`src/rtl/pc_sequencer_if.sv`:
```
// ---------------------------------------------------------------------------
// pc_sequencer_if
//   Groups the decode-side controls and the PC/RAS status outputs of
//   pc_sequencer. CLK and Resetb stay plain ports on the module.
//
//   master : decode stage / testbench. Drives controls, observes PC and RAS.
//   slave  : pc_sequencer. Consumes controls, drives PC and RAS status.
//
//   Controls (master -> slave)
//     Stall, Branch, BranchNE, ALUZero, Jump, JumpReg, Link
//     JumpField[25:0], SignExtImm[AW-1:0], RegTarget[AW-1:0]
//   Status (slave -> master)
//     CurrentPC[AW-1:0], PCPlus4[AW-1:0], RasCount[4:0]
//     RasMismatch, RasOverflow
// ---------------------------------------------------------------------------
interface pc_sequencer_if #(
  parameter int ADDR_WIDTH = 32
);
  logic                  Stall;
  logic                  Branch;
  logic                  BranchNE;
  logic                  ALUZero;
  logic                  Jump;
  logic                  JumpReg;
  logic                  Link;
  logic [25:0]           JumpField;
  logic [ADDR_WIDTH-1:0] SignExtImm;
  logic [ADDR_WIDTH-1:0] RegTarget;
  logic [ADDR_WIDTH-1:0] CurrentPC;
  logic [ADDR_WIDTH-1:0] PCPlus4;
  logic [4:0]            RasCount;
  logic                  RasMismatch;
  logic                  RasOverflow;

  modport master (
    output Stall, Branch, BranchNE, ALUZero, Jump, JumpReg, Link,
           JumpField, SignExtImm, RegTarget,
    input  CurrentPC, PCPlus4, RasCount, RasMismatch, RasOverflow
  );

  modport slave (
    input  Stall, Branch, BranchNE, ALUZero, Jump, JumpReg, Link,
           JumpField, SignExtImm, RegTarget,
    output CurrentPC, PCPlus4, RasCount, RasMismatch, RasOverflow
  );
endinterface

```
`src/rtl/pc_sequencer.sv`:
```
// ---------------------------------------------------------------------------
// pc_sequencer
//   Registered program counter for the MIPS datapath. Each rising CLK edge
//   loads the next PC, chosen by priority: JR/JALR, J/JAL, taken branch,
//   sequential. A circular return-address stack (RAS) shadows call depth and
//   flags JR targets that disagree with the recorded return address; the
//   flag is diagnostic and never alters the PC.
//
//   Ports
//     CLK     in   rising-edge clock
//     Resetb  in   synchronous active-low reset
//     bus     pc_sequencer_if.slave: decode controls in, PC/RAS status out
//
//   Parameters
//     ADDR_WIDTH  PC width, 30..32
//     RESET_PC    PC loaded on reset, word aligned
//     RAS_DEPTH   return-stack entries, 2..16
// ---------------------------------------------------------------------------
module pc_sequencer #(
  parameter int                  ADDR_WIDTH = 32,
  parameter logic [ADDR_WIDTH-1:0] RESET_PC = '0,
  parameter int                  RAS_DEPTH  = 4
) (
  input  logic           CLK,
  input  logic           Resetb,
  pc_sequencer_if.slave  bus
);

  localparam int                   PTR_W     = (RAS_DEPTH > 1) ? $clog2(RAS_DEPTH) : 1;
  localparam logic [PTR_W-1:0]     LAST_IDX  = PTR_W'(RAS_DEPTH - 1);
  localparam logic [4:0]           DEPTH_CNT = 5'(RAS_DEPTH);
  localparam logic [ADDR_WIDTH-1:0] PC_STEP  = ADDR_WIDTH'(4);
  localparam logic [ADDR_WIDTH-1:0] WORD_MASK = ~ADDR_WIDTH'(3);

  // Architectural state
  logic [ADDR_WIDTH-1:0] currentPc;
  logic [4:0]            rasCount;
  logic [PTR_W-1:0]      topIdx;
  logic                  rasMismatch;
  logic                  rasOverflow;
  logic [ADDR_WIDTH-1:0] ras [RAS_DEPTH];

  // Next-PC datapath
  logic [ADDR_WIDTH-1:0] pcPlus4;
  logic [ADDR_WIDTH-1:0] regJumpTarget;
  logic [ADDR_WIDTH-1:0] jumpTarget;
  logic [ADDR_WIDTH-1:0] branchTarget;
  logic [ADDR_WIDTH-1:0] nextPc;
  logic                  taken;

  assign pcPlus4       = currentPc + PC_STEP;
  assign regJumpTarget = bus.RegTarget & WORD_MASK;
  // Region bits come from PC+4 so a jump in the last slot of a 256 MB
  // region lands in the following region.
  assign jumpTarget    = {pcPlus4[ADDR_WIDTH-1:28], bus.JumpField, 2'b00};
  assign branchTarget  = pcPlus4 + (bus.SignExtImm << 2);
  assign taken         = bus.Branch & (bus.ALUZero ^ bus.BranchNE);

  always_comb begin
    nextPc = pcPlus4;
    if (bus.JumpReg)   nextPc = regJumpTarget;
    else if (bus.Jump) nextPc = jumpTarget;
    else if (taken)    nextPc = branchTarget;
  end

  // RAS control
  logic                  isJal;
  logic                  rasEmpty;
  logic                  rasFull;
  logic [PTR_W-1:0]      incIdx;
  logic [PTR_W-1:0]      decIdx;
  logic [ADDR_WIDTH-1:0] topEntry;

  logic                  rasWe;
  logic [PTR_W-1:0]      rasWIdx;
  logic [PTR_W-1:0]      nextTopIdx;
  logic [4:0]            nextCount;
  logic                  nextOverflow;
  logic                  nextMismatch;

  assign isJal    = bus.Jump & bus.Link & ~bus.JumpReg;
  assign rasEmpty = (rasCount == 5'd0);
  assign rasFull  = (rasCount == DEPTH_CNT);
  // Explicit wrap keeps non-power-of-two depths circular.
  assign incIdx   = (topIdx == LAST_IDX) ? '0 : topIdx + PTR_W'(1);
  assign decIdx   = (topIdx == '0) ? LAST_IDX : topIdx - PTR_W'(1);
  assign topEntry = ras[topIdx];

  // NOTE: every output gets a default first so no path leaves it unassigned
  // and no latch is inferred.
  always_comb begin
    rasWe        = 1'b0;
    rasWIdx      = topIdx;
    nextTopIdx   = topIdx;
    nextCount    = rasCount;
    nextOverflow = rasOverflow;
    nextMismatch = 1'b0;

    if (!bus.Stall) begin
      if (isJal) begin
        // A push on a full stack overwrites the oldest slot.
        rasWe      = 1'b1;
        rasWIdx    = incIdx;
        nextTopIdx = incIdx;
        if (rasFull) nextOverflow = 1'b1;
        else         nextCount    = rasCount + 5'd1;
      end else if (bus.JumpReg) begin
        if (!rasEmpty) nextMismatch = (regJumpTarget != topEntry);
        if (bus.Link) begin
          // JALR: replace the top in place, or push onto an empty stack.
          rasWe = 1'b1;
          if (rasEmpty) begin
            rasWIdx    = incIdx;
            nextTopIdx = incIdx;
            nextCount  = 5'd1;
          end
        end else if (!rasEmpty) begin
          nextTopIdx = decIdx;
          nextCount  = rasCount - 5'd1;
        end
      end
    end
  end

  // NOTE: sequential state uses non-blocking assignments so every register
  // samples pre-edge values regardless of statement order.
  always_ff @(posedge CLK) begin
    if (!Resetb) begin
      currentPc   <= RESET_PC;
      rasCount    <= 5'd0;
      topIdx      <= '0;
      rasMismatch <= 1'b0;
      rasOverflow <= 1'b0;
    end else begin
      if (!bus.Stall) currentPc <= nextPc;
      rasCount    <= nextCount;
      topIdx      <= nextTopIdx;
      rasMismatch <= nextMismatch;
      rasOverflow <= nextOverflow;
    end
  end

  // NOTE: stack storage has no reset; RasCount alone decides which entries
  // are meaningful, so it maps onto plain register/RAM cells.
  always_ff @(posedge CLK) begin
    if (Resetb && rasWe) ras[rasWIdx] <= pcPlus4;
  end

  assign bus.CurrentPC   = currentPc;
  assign bus.PCPlus4     = pcPlus4;
  assign bus.RasCount    = rasCount;
  assign bus.RasMismatch = rasMismatch;
  assign bus.RasOverflow = rasOverflow;

endmodule

```
`src/flat_wrapper.sv`:
```
// flat-port wrapper written by rule: the top's interface ports become plain ports
module pc_sequencer_flat 
#(
  parameter int                  ADDR_WIDTH = 32,
  parameter logic [ADDR_WIDTH-1:0] RESET_PC = '0,
  parameter int                  RAS_DEPTH  = 4
)
  (CLK, Resetb, bus_Stall, bus_Branch, bus_BranchNE, bus_ALUZero, bus_Jump, bus_JumpReg, bus_Link, bus_JumpField, bus_SignExtImm, bus_RegTarget, bus_CurrentPC, bus_PCPlus4, bus_RasCount, bus_RasMismatch, bus_RasOverflow);
  pc_sequencer_if #(.ADDR_WIDTH(ADDR_WIDTH)) bus_i ();
  input  logic CLK;
  input  logic Resetb;
  input wire logic [$bits(bus_i.Stall)-1:0] bus_Stall;
  input wire logic [$bits(bus_i.Branch)-1:0] bus_Branch;
  input wire logic [$bits(bus_i.BranchNE)-1:0] bus_BranchNE;
  input wire logic [$bits(bus_i.ALUZero)-1:0] bus_ALUZero;
  input wire logic [$bits(bus_i.Jump)-1:0] bus_Jump;
  input wire logic [$bits(bus_i.JumpReg)-1:0] bus_JumpReg;
  input wire logic [$bits(bus_i.Link)-1:0] bus_Link;
  input wire logic [$bits(bus_i.JumpField)-1:0] bus_JumpField;
  input wire logic [$bits(bus_i.SignExtImm)-1:0] bus_SignExtImm;
  input wire logic [$bits(bus_i.RegTarget)-1:0] bus_RegTarget;
  output wire logic [$bits(bus_i.CurrentPC)-1:0] bus_CurrentPC;
  output wire logic [$bits(bus_i.PCPlus4)-1:0] bus_PCPlus4;
  output wire logic [$bits(bus_i.RasCount)-1:0] bus_RasCount;
  output wire logic [$bits(bus_i.RasMismatch)-1:0] bus_RasMismatch;
  output wire logic [$bits(bus_i.RasOverflow)-1:0] bus_RasOverflow;
  assign bus_i.Stall = bus_Stall;
  assign bus_i.Branch = bus_Branch;
  assign bus_i.BranchNE = bus_BranchNE;
  assign bus_i.ALUZero = bus_ALUZero;
  assign bus_i.Jump = bus_Jump;
  assign bus_i.JumpReg = bus_JumpReg;
  assign bus_i.Link = bus_Link;
  assign bus_i.JumpField = bus_JumpField;
  assign bus_i.SignExtImm = bus_SignExtImm;
  assign bus_i.RegTarget = bus_RegTarget;
  assign bus_CurrentPC = bus_i.CurrentPC;
  assign bus_PCPlus4 = bus_i.PCPlus4;
  assign bus_RasCount = bus_i.RasCount;
  assign bus_RasMismatch = bus_i.RasMismatch;
  assign bus_RasOverflow = bus_i.RasOverflow;
  pc_sequencer #(.ADDR_WIDTH(ADDR_WIDTH), .RESET_PC(RESET_PC), .RAS_DEPTH(RAS_DEPTH)) u_core (.CLK(CLK), .Resetb(Resetb), .bus(bus_i));
endmodule
```
`config.mk`:
```
export PLATFORM = sky130hd
export DESIGN_NAME = pc_sequencer_flat
export DESIGN_NICKNAME = d
export VERILOG_FILES = /design/src/rtl/pc_sequencer_if.sv /design/src/rtl/pc_sequencer.sv /design/src/flat_wrapper.sv
export SDC_FILE = /design/constraint.sdc
export NUM_CORES = 1
export LEC_CHECK = 0
export BUFFER_PORTS_ARGS = -buffer_cell sky130_fd_sc_hd__clkbuf_2
export CAP_MARGIN = 20
export CORE_UTILIZATION = 45
export CTS_BUF_LIST = sky130_fd_sc_hd__clkbuf_8
export CTS_CLUSTER_DIAMETER = 80
export DETAILED_ROUTE_END_ITERATION = 10
export PLACE_DENSITY = 0.69
export SLEW_MARGIN = 20
export SYNTH_ARGS = -nofsm -noshare
export SYNTH_HDL_FRONTEND = slang
export SYNTH_SLANG_ARGS = --single-unit
```
`constraint.sdc`:
```
create_clock -name CLK -period 3.1 [get_ports CLK]
set_clock_uncertainty 0.1 [all_clocks]
set_input_delay 0.155 -clock CLK [delete_from_list [all_inputs] [get_ports CLK]]
set_output_delay 0.155 -clock CLK [all_outputs]
set_load 0.02 [all_outputs]
```
==> metrics.md <==
| Metric | Value |
|---|---|
| Status | finished with violations |
| Failing checks | setup timing |
| Routed vias | 8600 |
| GRT Total Usage | 29.6% |
| Post-synthesis cell area | 0.00953 mm² |
| Die W | ~150 µm |
| Worst hold path class | in -> reg |
| Fillers | 1566 |
| Endpoint class of the critical path | register |
| DRT iter0 DRCs | 790 |
| Worst vdd ir | about 290 µV |
| Utilization after layout | about 66% |
| PnR Total Power | ~5.8 mW |
| Dpl cell area | about 0.012 mm² |
| Commonest non-fill, non-tap cell in the layout | clkbuf_2 |
| Commonest non-fill, non-tap cells in the layout | 161 x clkbuf_2, 156 x buf_4, 120 x edfxtp_1 |
| Dpl ws | -0.232 ns |
| Total gr overflow | 0 |
| First-pass GRT wire length | about 48000 µm |
| Number of enable flip-flop cells after synthesis | 120 |
| Setup crit start kind | register |
| Nets@finish | approximately 1300 |
| Hold Slack | about 0.015 ns |
| Final Cell Area | approximately 0.014 mm² |
| Min Tclk post-route | approximately 3.3 ns |
| DRT Pass-1 Iters | 5 |
| Clock Latency Late Sink | between 0.4 and 0.5 ns |
| Static leakage | 5.55 nW |
| Max cap viols | 0 |
| Clk buf depth | 2 |
| Row count | 52 |
| Largest net degree at the start of global routing | 34 |
| Cells after DPL | around 1400 |
| Tcrit/Tclk final | 107% |
| Required time of the worst setup path | ~3.4 ns |
| RSZ-0062 raised after global routing | true |
| WP data arrival | 3.61 ns |
| Die ar. | roughly 0.022 mm² |
| Main synth FF type | edfxtp_1 |
| WS Path Type | reg -> reg |
| Die height | between 100 and 150 µm |
| Mapped Cells | about 850 |
| Core area | between 0.02 and 0.025 mm² |
| DRC errors left | 0 |
| Max Clk Rate | 302 MHz |
| Clock tree from TritonCTS | done |
| Share of layout cells above drive strength 1 | 44.6% |
| Port Buf Inserts | about 160 |
| Max-slew headroom | a little under half |
| Post-synth ARST share | 0% |
| CP Max Fanout | 3 |
| Dpl hpwl | around 24000 µm |
| Power per cell area | between 400 and 500 mW/mm² |
| I/O Pins | 170 |
| Layout Cells excl Fill | between 1000 and 1500 |
| Final Max Tran Viols | 0 |
| Worst-margin pin slew | around 0.81 ns |
| Vias in the first global route | just over 8000 |
| H-tree depth | 4 |
| # diodes | 0 |
| Final Hold Viols | 0 |
| Seq/Total Area, Yosys | 46.4% |
| Layout area overhead | 42.1% |
| Antenna Nets Post-Route | 0 |
| Final GP Congestion | 0.956 |
| DR WL/cell | ~22 µm |
| Final WS setup | -0.212 ns |
| Initial antenna violation count | 0 |
| Clk sinks | 161 |
| Seq cells post-synth | 161 |
| Setup-failing EPs final | 19 |
| Yosys warnings | 0 |
| Vias per cell | about 6 |
| Synth unique cells | 84 |
| DRT Wirelength | approximately 32000 µm |
| Starting Density | between 40% and 50% |
| Num CTS Buffers | 17 |
| CTS clock-pin slew for the worst setup and hold paths | 0.09 ns |
| Setup TNS | -2.29 ns |
| CTS Root Cell | clkbuf_8 |
| Synthesized area per cell | approximately 11 µm² |
[worst paths after layout]
kind                                start  cells after the start                  endpoint  slack, ns
setup / recovery  u_core.bus.CurrentPC[3]                     15  u_core.bus.CurrentPC[23]      -0.21
setup reg to reg  u_core.bus.CurrentPC[3]                     15  u_core.bus.CurrentPC[23]      -0.21
hold reg to reg    u_core.bus.RasOverflow                      1    u_core.bus.RasOverflow       0.40
hold / removal           bus_JumpField[3]                      4   u_core.bus.CurrentPC[5]       0.01
[cells by family after synthesis]
kind of cell,count (synthesis),share of synthesized area (%)
fa+ha+maj,42,5.59
other cells,1,0.0394
compound gates,226,16.2
xor+xnor,83,7.83
buf+inv,67,3.55
mux,43,8.60
simple gates,223,11.8
flops,161,46.4
[cell usage after synthesis, types with 8 or more instances]
library cell,number,area [µm²]
dfxtp_1,41,821
nand4_1,13,81.3
ha_1,41,513
nor2_1,52,195
nand3_1,23,115
nor3_1,13,65.1
clkbuf_1,24,90.1
nand2_1,71,267
mux2i_1,11,110
buf_4,8,60.1
a21oi_1,47,235
xor2_1,37,324
mux4_2,31,698
a211oi_1,21,158
xnor2_1,45,394
o211ai_1,11,82.6
inv_1,19,71.3
a22oi_1,8,60.1
o21ai_1,12,60.1
edfxtp_1,120,3600
a21o_1,20,150
o21ai_0,38,190
[flip-flops by register name (all words and copies together) (netlist names), named ones only]
signal	cells
u_core.ras	120
u_core.bus.CurrentPC	30
u_core.bus.RasCount	5
u_core.topIdx	2
u_core.bus.RasMismatch	1
u_core.bus.RasOverflow	1
[critical path: stages (launching register included)]
cell,delay (ns)
dfxtp_4,0.37
ha_4,0.13
and3_4,0.21
nand3_4,0.08
inv_4,0.06
and3_4,0.21
xor2_4,0.21
ha_4,0.23
a21o_1,0.18
a31o_1,0.25
a221o_1,0.37
o21bai_1,0.23
nand2b_1,0.10
xor2_1,0.14
mux2i_1,0.12
a211oi_2,0.23
[power by group]
part,switching (mW),internal [mW]
clock network,0.888,0.659
registers,0.0519,2.39
logic,0.984,0.809
total,1.92,3.85
[per-layer routing]
layer  track usage [%]  vias up  routed length (µm)
met3              4.04       67                2360
met5                 0        -                   0
met1              40.9     4180               13300
li1                  -     3919                   -
met2              48.1      434               15400
met4              9.38        0                 814
[cell type report]
class	instances	area, µm²	share of cell area (%)
multi-input combinational	621	5660	41.8
sequential	161	4490	33.2
timing repair buffer	368	2570	19.0
tap	270	338	2.50
clock buffer	17	234	1.73
clock inverter	15	155	1.15
inverter	23	88.8	0.656
[repair_timing]
item / in CTS / in global routing
pin swaps: 29 / 45
hold buffers: 40 / 0
setup endpoints to repair: 18 / 23
gates resized for setup: 24 / 44
buffers inserted: 8 / 9
endpoints found under the hold margin: 25 / 0
Power figures use the tool's default switching activity.
